[config.mk]
export PLATFORM = sky130hd
export DESIGN_NAME = state_dump_unit
export DESIGN_NICKNAME = d
export VERILOG_FILES = /design/src/rtl/state_dump_unit.sv
export SDC_FILE = /design/constraint.sdc
export NUM_CORES = 1
export LEC_CHECK = 0
export ABC_AREA = 1
export CAP_MARGIN = 10
export CORE_MARGIN = 4
export CORE_UTILIZATION = 46
export DETAILED_ROUTE_END_ITERATION = 12
export GPL_TIMING_DRIVEN = 1
export PLACE_DENSITY = 0.82
export SETUP_SLACK_MARGIN = 0.2
export SLEW_MARGIN = 40
export SYNTH_ARGS = -nofsm -noshare
export SYNTH_HDL_FRONTEND = slang
export SYNTH_SLANG_ARGS = --single-unit
export TNS_END_PERCENT = 1
[constraint.sdc]
create_clock -name clk -period 2.6 [get_ports clk]
set_clock_uncertainty 0.2 [all_clocks]
set_input_delay 0.52 -clock clk [delete_from_list [all_inputs] [get_ports clk]]
set_output_delay 0.52 -clock clk [all_outputs]
set_load 0.005 [all_outputs]
[src/rtl/state_dump_unit.sv]
// Handshaked result-extraction scanner: streams x0..x(NREGS-1), then NMEMW data-memory words.
// Optional trailing checksum word when DUMP_CHECKSUM_EN is defined.
module state_dump_unit #(
  parameter int unsigned NREGS    = 32,
  parameter int unsigned NMEMW    = 8,
  parameter logic [31:0] MEM_BASE = 32'h0000_0000
) (
  input  logic        clk,
  input  logic        rst,
  input  logic        start,
  output logic        busy,
  output logic        done,
  output logic [4:0]  reg_addr,
  input  logic [31:0] reg_rdata,
  output logic [31:0] mem_addr,
  input  logic [31:0] mem_rdata,
  output logic        out_valid,
  input  logic        out_ready,
  output logic [31:0] out_data,
  output logic [1:0]  out_kind,
  output logic [7:0]  out_index
);

  localparam logic [7:0] LAST_REG = 8'(NREGS - 1);
  localparam logic [7:0] LAST_MEM = 8'(NMEMW - 1);

  localparam logic [1:0] KIND_REG = 2'b00;
  localparam logic [1:0] KIND_MEM = 2'b01;
`ifdef DUMP_CHECKSUM_EN
  localparam logic [1:0] KIND_SUM = 2'b10;
`endif

  typedef enum logic [2:0] {
    S_IDLE,
    S_RD_REG,
    S_RD_MEM,
`ifdef DUMP_CHECKSUM_EN
    S_SUM,
`endif
    S_FIN
  } state_t;

  state_t      r_state;
  logic [7:0]  r_index;
  logic        r_busy;
  logic        r_done;
  logic [4:0]  r_reg_addr;
  logic [31:0] r_mem_addr;
  logic        r_out_valid;
  logic [31:0] r_out_data;
  logic [1:0]  r_out_kind;
  logic [7:0]  r_out_index;
`ifdef DUMP_CHECKSUM_EN
  logic [31:0] r_sum;
`endif

  // Output slot is free when empty or being drained this cycle.
  logic w_can_cap;
  assign w_can_cap = !r_out_valid || out_ready;

  always_ff @(posedge clk) begin
    if (rst) begin
      r_state     <= S_IDLE;
      r_index     <= 8'd0;
      r_busy      <= 1'b0;
      r_done      <= 1'b0;
      r_reg_addr  <= 5'd0;
      r_mem_addr  <= MEM_BASE;
      r_out_valid <= 1'b0;
      r_out_data  <= 32'd0;
      r_out_kind  <= 2'b00;
      r_out_index <= 8'd0;
`ifdef DUMP_CHECKSUM_EN
      r_sum       <= 32'd0;
`endif
    end else begin
      if (r_out_valid && out_ready) begin
        r_out_valid <= 1'b0;
      end

      case (r_state)
        S_IDLE: begin
          if (start) begin
            r_state    <= S_RD_REG;
            r_index    <= 8'd0;
            r_busy     <= 1'b1;
            r_reg_addr <= 5'd0;
            r_mem_addr <= MEM_BASE;
`ifdef DUMP_CHECKSUM_EN
            r_sum      <= 32'd0;
`endif
          end
        end

        S_RD_REG: begin
          if (w_can_cap) begin
            r_out_valid <= 1'b1;
            r_out_data  <= reg_rdata;
            r_out_kind  <= KIND_REG;
            r_out_index <= r_index;
`ifdef DUMP_CHECKSUM_EN
            r_sum       <= r_sum + reg_rdata;
`endif
            if (r_index == LAST_REG) begin
              r_state    <= S_RD_MEM;
              r_index    <= 8'd0;
              r_reg_addr <= 5'd0;
              r_mem_addr <= MEM_BASE;
            end else begin
              r_index    <= r_index + 8'd1;
              r_reg_addr <= 5'(r_index + 8'd1);
            end
          end
        end

        S_RD_MEM: begin
          if (w_can_cap) begin
            r_out_valid <= 1'b1;
            r_out_data  <= mem_rdata;
            r_out_kind  <= KIND_MEM;
            r_out_index <= r_index;
`ifdef DUMP_CHECKSUM_EN
            r_sum       <= r_sum + mem_rdata;
`endif
            if (r_index == LAST_MEM) begin
`ifdef DUMP_CHECKSUM_EN
              r_state <= S_SUM;
`else
              r_state <= S_FIN;
`endif
              r_index <= 8'd0;
            end else begin
              r_index    <= r_index + 8'd1;
              r_mem_addr <= r_mem_addr + 32'd4;
            end
          end
        end

`ifdef DUMP_CHECKSUM_EN
        S_SUM: begin
          if (w_can_cap) begin
            r_out_valid <= 1'b1;
            r_out_data  <= r_sum;
            r_out_kind  <= KIND_SUM;
            r_out_index <= 8'd0;
            r_state     <= S_FIN;
          end
        end
`endif

        // done is raised once the last word drains, then busy drops on the following edge.
        S_FIN: begin
          if (r_done) begin
            r_done  <= 1'b0;
            r_busy  <= 1'b0;
            r_state <= S_IDLE;
          end else if (w_can_cap) begin
            r_done <= 1'b1;
          end
        end

        default: begin
          r_state <= S_IDLE;
          r_busy  <= 1'b0;
          r_done  <= 1'b0;
        end
      endcase
    end
  end

  assign busy      = r_busy;
  assign done      = r_done;
  assign reg_addr  = r_reg_addr;
  assign mem_addr  = r_mem_addr;
  assign out_valid = r_out_valid;
  assign out_data  = r_out_data;
  assign out_kind  = r_out_kind;
  assign out_index = r_out_index;

endmodule

Yosys cells after proc, flatten, opt, wreduce, memory -nomap -nowiden
Index checks and enable logic that the tools add are counted.
W data, S select, Z words.
- logic and storage cells: 79
- output and inout port bits: 82
- register bits: 93
- bits of input ports: 68
- mux-type cells: 38
- equality and inequality tests: 12
- bitwise gates (word level): 1
- $add $sub $neg: 2
- reduce and logical (&&, ||, !) cells: 16
- operator list (cell ; number):
    $mux W32 ; 7
    $pmux W32 S3 ; 1
    $pmux W32 S2 ; 1
    $mux W8 ; 5
    $add A32 B3 Y32 const B ; 1
    $pmux W8 S3 ; 1
    $mux W3 ; 6
    $mux W5 ; 3
    $ne A2 B2 Y1 const B ; 7
    $pmux W3 S4 ; 1
    $reduce_and A6 Y1 ; 2
    $pmux W5 S2 ; 1
    $reduce_and A3 Y1 ; 3
    $add A8 B1 Y8 const B ; 1
    $eq A8 B3 Y1 const B ; 1
    $eq A8 B5 Y1 const B ; 1
    $mux W1 ; 7
    $eq A3 B2 Y1 const B ; 2
    $mux W2 ; 2
    $pmux W2 S2 ; 1
    $reduce_and A4 Y1 ; 1
    $reduce_bool A2 Y1 ; 2
    $eq A3 B1 Y1 const B ; 1
    $logic_not A3 Y1 ; 1
    10 further kinds ; 10

Depth between registers and ports, before layout
Gate-level depths: netlist of run 1.
- depth after elaboration: 5
- mapped depth: 11
- depth with buffers taken out: 11

Worst setup path after synthesis of run 1
Ideal clock, no wire load.
- path type: register -> register
- start point: register r_state[0]
- end point: register r_mem_addr[21], in the netlist mem_addr[21]
- data required time: 2285 ps
- period minus slack after synthesis: 2029 ps
- cell stages (with the launch flop): 12
- path slack: 571 ps
- path buffers: 1
- data arrival time: 1714 ps
- path through: dfxtp_1 -> inv_1 -> ha_1 -> nor2_4 -> nor2_4 -> nor2_8 -> nand2_2 -> nor2_8 -> buf_2 -> nand3_1 -> nand2_1 -> nor2_1
- longest elaborated chain between the ends: 3
- elaborated cells between the ends (all ways): 11
- classes of those cells: 7 x eq/ne; 1 x mux; 3 x reduce/logical
- RTL lines (item ; RTL line ; text):
    start, declared ; 43 ; state_t r_state;
    start signal, assigned ; 63 ; r_state <= S_IDLE;
    start signal, assigned ; 84 ; r_state <= S_RD_REG;
    start signal, assigned ; 105 ; r_state <= S_RD_MEM;
    $eq A3 B2 Y1 (tied with other cells) ; 81 ; case (r_state)
    $ne A2 B2 Y1 (no source line) / $reduce_bool A3 Y1 (equally long branches) ; - ;
    $reduce_and A6 Y1 (no source line) ; - ;
    end signal, assigned ; 134 ; r_mem_addr <= r_mem_addr + 32'd4;
    end, declared ; 48 ; logic [31:0] r_mem_addr;
Parallel ways exist; a longest one is shown, timed or not.
A chain may end at the register's enable or synchronous reset.

Worst setup path after layout of run 1
- start point: register r_state[0]
- end point: register r_mem_addr[20], in the netlist mem_addr[20]
Same word-level chain as after synthesis.

==> results of run 1 <==
==> per-stage QoR <==
stage	setup WS [ps]	power [mW]	instances
2_1_floorplan	571.2	3.069	633
3_3_place_gp	198.7	3.917	870
3_5_place_dp	132.7	3.980	870
4_1_cts	330.8	4.957	886
5_1_grt	217.9	5.312	886
6_report	361.9	4.941	886
==> path summary, 6_finish.rpt <==
path / from / end / slack [ps]
hold / removal: reg_addr[2] / reg_addr[2] / 260
hold reg to reg: reg_addr[2] / reg_addr[2] / 260
setup reg to reg: r_state[0] / mem_addr[20] / 360
setup / recovery: r_state[0] / mem_addr[20] / 360
==> power breakdown <==
part / total [mW] / internal, mW / switching, mW
sequential: 1.76 / 1.62 / 0.146
clock: 0.978 / 0.451 / 0.526
combinational: 2.20 / 0.975 / 1.23
total: 4.94 / 3.04 / 1.90
==> timing repair <==
item,CTS,global route
resized for setup,0,1
endpoints found under the setup margin,0,2
hold buffers,0,0
==> layout make-up <==
type,count,area (µm²),share of cell area [%]
multi-input cells,469,2212,36.31
clock buffers,9,123.9,2.033
repair buffers,156,1590,26.10
inverters,45,168.9,2.773
flip-flops and latches,89,1782,29.25
well taps,111,138.9,2.280
clock inverters,7,76.32,1.253
==> flip-flops by register name, summed over array words and instances (netlist names) <==
register	flops
busy	1
done	1
mem_addr	30
out_data	32
out_index	8
out_kind	1
out_valid	1
r_index	8
r_state	2
reg_addr	5
==> kinds of logic (layout without fill, tap and decap cells) <==
kind of cell    count (synthesis)  in the layout  share of synthesized area [%]
compound gates                133            133                          16.81
other cells                     1              3                        0.08700
buf+inv                        75            217                          7.634
xor+xnor                        6              6                          1.219
flops                          89             89                          41.34
simple gates                  320            320                          30.89
fa+ha+maj                       7              7                          2.032
==> cell usage in the layout (no fill, tap or decap), types with 4 or more instances in the layout <==
| master | synthesis | layout |
|---|---|---|
| nand2_1 | 177 | 177 |
| clkdlybuf4s50_1 | 0 | 146 |
| dfxtp_1 | 89 | 89 |
| nor2_1 | 83 | 83 |
| a21oi_1 | 49 | 49 |
| o21ai_0 | 48 | 48 |
| inv_1 | 42 | 42 |
| nand3_1 | 36 | 36 |
| a31oi_1 | 32 | 32 |
| nor3_1 | 10 | 10 |
| clkbuf_8 | 0 | 9 |
| ha_1 | 7 | 7 |
| buf_4 | 3 | 5 |
| buf_12 | 0 | 4 |
==> metal layers <==
layer	wire length, µm	vias to the layer above
met1	5061	2077
met2	5673	181
li1	-	2340
met4	357	0
met3	1065	31
met5	0	-
==> critical path, cell delays in order, from the launching register on <==
cell and delay [ps]:
dfxtp_1 420, inv_1 90, ha_1 250, nor2_4 230, nor2_4 90, nor2_8 150
nand2_2 110, nor2_8 160, buf_12 170, nand3_1 100, a21oi_1 190
==> metrics.csv, run 1 <==
metric,value,unit
Die W,104.8,µm
wire length per cell,13.72,µm
CP endpoint kind,register,
Max Cap Violations,0,
largest cells by area after synthesis,"dfxtp_1 41%, nand2_1 15%, nor2_1 7.2%",
Critical Path RT,2680,ps
TritonCTS Buffers,9,
Hold Path Class,reg -> reg,
n_diodes,0,
crit path kind,reg -> reg,
Initial Util,46.87,%
Die Area,0.01098,mm²
post-synth top area share,41.34,%
initial antenna violation count,0,
core footprint,0.009196,mm²
gr usage total,22.06,%
remaining antenna violation count,0,
#FFs+latches synth,89,
First-pass DRT Iterations,5,
port buffer count,146,
average instance area after synthesis,6.831,µm²
Max Freq,446.8,MHz
crit start category,register,
fin crit period,2238,ps
met2 GRT Util,35.93,%
Slew @ Worst Pin,577.0,ps
Worst Hold Path Cells,2,
H-Tree Depth,3,
Post-synth top cells,"177 x nand2_1, 89 x dfxtp_1, 83 x nor2_1",
Final TNS setup,0,ps
pwr/cell area,811.1,mW/mm²
TritonCTS Sinks,89,
DRT iter0 DRCs,266,
fin nets,845,
gpl congestion,0.8671,
synthesized cell area,0.004310,mm²
predominant post-synthesis flop cell,dfxtp_1,
CTS tree,done,
Yosys cell types,31,
Critical Path AT,2310,ps
area delta synth->final,41.34,%
post-synthesis async set-or-reset flop share,0,%
crit-path max FO,21,
status,completed,
sequential-to-total area share from yosys stat,41.34,%
final hold violation count,0,
Worst IR Drop VDD,0.4217,mV
DR vias/cell,5.225,
I/O Pins,150,
clk slew on worst S/H paths,90,ps
met3 usage,7.659,%
remaining global-route overflow,0,
filler instances,772,
drt drc,0,
largest net degree at the start of global routing,65,
Ys Warns,0,
Gate Count Post-Synth,631,
Slew headroom,61.36,%
final wirelength,12160,µm
clock root cell,clkbuf_8,
hpwl dp,9095,µm
post-route cell area,0.006092,mm²
later-pin clock latency in the skew report,350,ps
M1 GR Usage,26.65,%
final number of setup-violating endpoints,0,
Post CTS Setup Buffer Count,0,
most numerous cell in the Yosys netlist,nand2_1,
Chip Height,104.8,µm
Slew Limit Fails,0,
"Core Util, Final",66.24,%
leakage power,2.239,nW
Fin Hold WS,257.4,ps
gr busiest metal,met2,
layout cells sized above 1,5.032,%
RSZ-0062 raised after global routing,no,
vias in the first global route,4515,
cell taking the most area after synthesis,dfxtp_1,
Placed Area,0.005888,mm²
row cnt,35,
first-pass GRT wire length,20340,µm
vias post-DR,4629,
R2R depth,10,
final period utilization,86.08,%
number of synthesized flops with an enable pin,0,
CTS Buffer Depth,2,
Note: power is estimated with default switching activity, not from simulation.
==> inputs of run 2 (changes only) <==
--- a/config.mk
+++ b/config.mk
@@ -10,6 +10,7 @@
 export CORE_MARGIN = 4
 export CORE_UTILIZATION = 46
 export DETAILED_ROUTE_END_ITERATION = 12
+export GPL_ROUTABILITY_DRIVEN = 1
 export GPL_TIMING_DRIVEN = 1
 export PLACE_DENSITY = 0.82
 export SETUP_SLACK_MARGIN = 0.2
==> results of run 2 <==
The final DEF is identical to that of run 1; final timing and power are the same.
==> inputs of run 3 (changes only) <==
--- a/config.mk
+++ b/config.mk
@@ -8,11 +8,11 @@
 export ABC_AREA = 1
 export CAP_MARGIN = 10
 export CORE_MARGIN = 4
-export CORE_UTILIZATION = 46
+export CORE_UTILIZATION = 41
 export DETAILED_ROUTE_END_ITERATION = 12
 export GPL_ROUTABILITY_DRIVEN = 1
 export GPL_TIMING_DRIVEN = 1
-export PLACE_DENSITY = 0.82
+export PLACE_DENSITY = 0.78
 export SETUP_SLACK_MARGIN = 0.2
 export SLEW_MARGIN = 40
 export SYNTH_ARGS = -nofsm -noshare
==> constraint.sdc (replaced) <==
create_clock -name clk -period 1.8 [get_ports clk]
set_clock_uncertainty 0.2 [all_clocks]
set_input_delay 0.36 -clock clk [delete_from_list [all_inputs] [get_ports clk]]
set_output_delay 0.36 -clock clk [all_outputs]
set_load 0.005 [all_outputs]
==> run 3 against run 2 <==
Effect of this change: the flow now finishes with violations (setup timing); first-iteration DRC count is 2.6% higher; clock-buffer cell count is 4 higher; via count is 5.3% higher; sequential power increased by 45%; sequential cell count did not move; design area grew 9.3%; critical path depth unchanged; die area up 11%; register-to-register slack worse by 500 ps; power is 59% higher; clock power rose by 50%; cell count is 8.4% higher; critical path type unchanged; critical endpoint is now mem_addr[27]; largest power group unchanged.
==> metrics.csv, run 3 (synthesis gave the netlist of run 1 again) <==
metric,value,unit
status,finished with violations,
violated checks,setup timing,
DRT iter0 DRCs,273,
remaining global-route overflow,0,
crit start category,register,
drt drc,0,
layout cells sized above 1,18.57,%
pwr/cell area,1178,mW/mm²
Worst Path Buf+Inv,3,
CTS tree,done,
area delta synth->final,54.51,%
remaining antenna violation count,0,
slowest CP cell,dfxtp_4,
crit-path max FO,9,
first-pass GRT wire length,21930,µm
n_diodes,0,
Net Sw Frac,37.13,%
Critical Path RT,1880,ps
CP max stage delay,380,ps
register share of total power,32.5,%
RSZ-0062 raised after global routing,yes,
Final Worst Setup Slack,-134.8,ps
core footprint,0.01028,mm²
worst path cell trace,ha_1 > inv_1 > nand2_4 > nor2_8 > nand2_4 > nor2_8 > buf_6 > buf_6 > nand3_1 > a21oi_2,
clock root cell,clkbuf_8,
Initial Util,41.94,%
Max Freq,516.8,MHz
I/O Pins,150,
Crit Reg-Reg Startpoint,r_state[0],
crit path kind,reg -> reg,
max reg flops,32,
Comb power frac,48.8,%
final hold violation count,0,
Max Cap Violations,0,
Die Area,0.01222,mm²
TritonCTS Sinks,89,
First-pass DRT Iterations,5,
"most common cell after layout, fill and taps aside",nand2_1,
P_sw,2.914,mW
fin crit period,1935,ps
vias post-DR,4873,
largest net degree at the start of global routing,65,
H-Tree Depth,3,
vias in the first global route,4784,
gr usage total,21.13,%
CP endpoint kind,register,
gpl congestion,0.8476,
placed insts,934,
hpwl dp,9412,µm
leakage power,2.879,nW
CTS Buffer Depth,2,
Setup crit start,r_state[0],
Chip Height,110.5,µm
filler instances,908,
HP Start,reg_addr[2],
"CP delay by family, top",simple AND/OR/NAND/NOR gates,
setup slack at placement,-364.7,ps
row cnt,37,
initial antenna violation count,0,
final period utilization,107.5,%
clock network power share,18.7,%
Hold Path Class,reg -> reg,
clk slew on worst S/H paths,80,ps
DR vias/cell,5.076,
Pint,4.932,mW
wire length per cell,13.56,µm
Slew Limit Fails,0,
final cell count without fillers,960,
TritonCTS Buffers,9,
most frequent cells in the layout,"173 x nand2_1, 76 x nor2_1, 73 x dlygate4sd2_1",
port buffer count,146,
Critical Path AT,2020,ps
final number of setup-violating endpoints,28,
fin nets,894,
Worst IR Drop VDD,0.7205,mV
final wirelength,13020,µm
later-pin clock latency in the skew report,360,ps
Die W,110.5,µm
[run 3: area by class of cell]
type | count | area (µm²) | area share, %
clock buffers | 13 | 138.9 | 2.085
clock inverters | 3 | 65.06 | 0.9769
inverters | 45 | 176.4 | 2.649
multi-input cells | 469 | 2333 | 35.04
flip-flops and latches | 89 | 1859 | 27.92
well taps | 136 | 170.2 | 2.555
repair buffers | 205 | 1917 | 28.78
[run 3: per-stage QoR]
| stage | hold slack, ps | power, mW | util [%] | cell area, µm² | setup TNS, ps |
|---|---|---|---|---|---|
| 2_1_floorplan | 229.1 | 4.547 | - | 4384 | -1030 |
| 3_3_place_gp | 244.6 | 6.001 | 60.79 | 6247 | -18620 |
| 3_5_place_dp | 242.9 | 6.091 | 60.79 | 6247 | -19210 |
| 4_1_cts | 261.6 | 7.805 | 64.38 | 6616 | -1664 |
| 5_1_grt | 289.7 | 8.423 | 64.80 | 6660 | -7404 |
| 6_report | 260.0 | 7.846 | 64.80 | 6660 | -2008 |
[run 3: final timing paths]
check	endpoint	slack, ps	cells after the start
worst max-delay path	mem_addr[27]	-130	10
worst min-delay path	reg_addr[2]	260	2
worst max register to register	mem_addr[27]	-130	10
worst min register to register	reg_addr[2]	260	2
[run 3: what timing repair did]
item / CTS / global route
gates resized for setup: 151 / 33
pin swaps: 9 / 6
setup buffers: 8 / 0
gates cloned: 2 / 0
hold buffers: 0 / 0
setup endpoints to repair: 164 / 94
[run 3: metal layers]
layer,vias to the layer above,global-route usage (%),wire length [µm]
li1,2439,-,-
met1,2214,24.86,5249
met2,195,36.00,6274
met3,25,7.123,1220
met4,0,7.061,272
met5,-,0,0
[run 3: power by group through the flow]
stage	Combinational [mW]	Sequential [mW]	Clock, mW
global route	4.24	2.59	1.59
CTS	3.77	2.55	1.49
floorplan	1.94	2.61	0
detailed placement	3.50	2.59	0
global placement	3.42	2.58	0
finish	3.83	2.55	1.47
[run 3: worst register-to-register path: stages (launching register included)]
cell and delay, ps:
dfxtp_4 380, ha_1 220, inv_1 120, nand2_4 90, nor2_8 150, nand2_4 80
nor2_8 130, buf_6 120, buf_6 110, nand3_1 110, a21oi_2 160
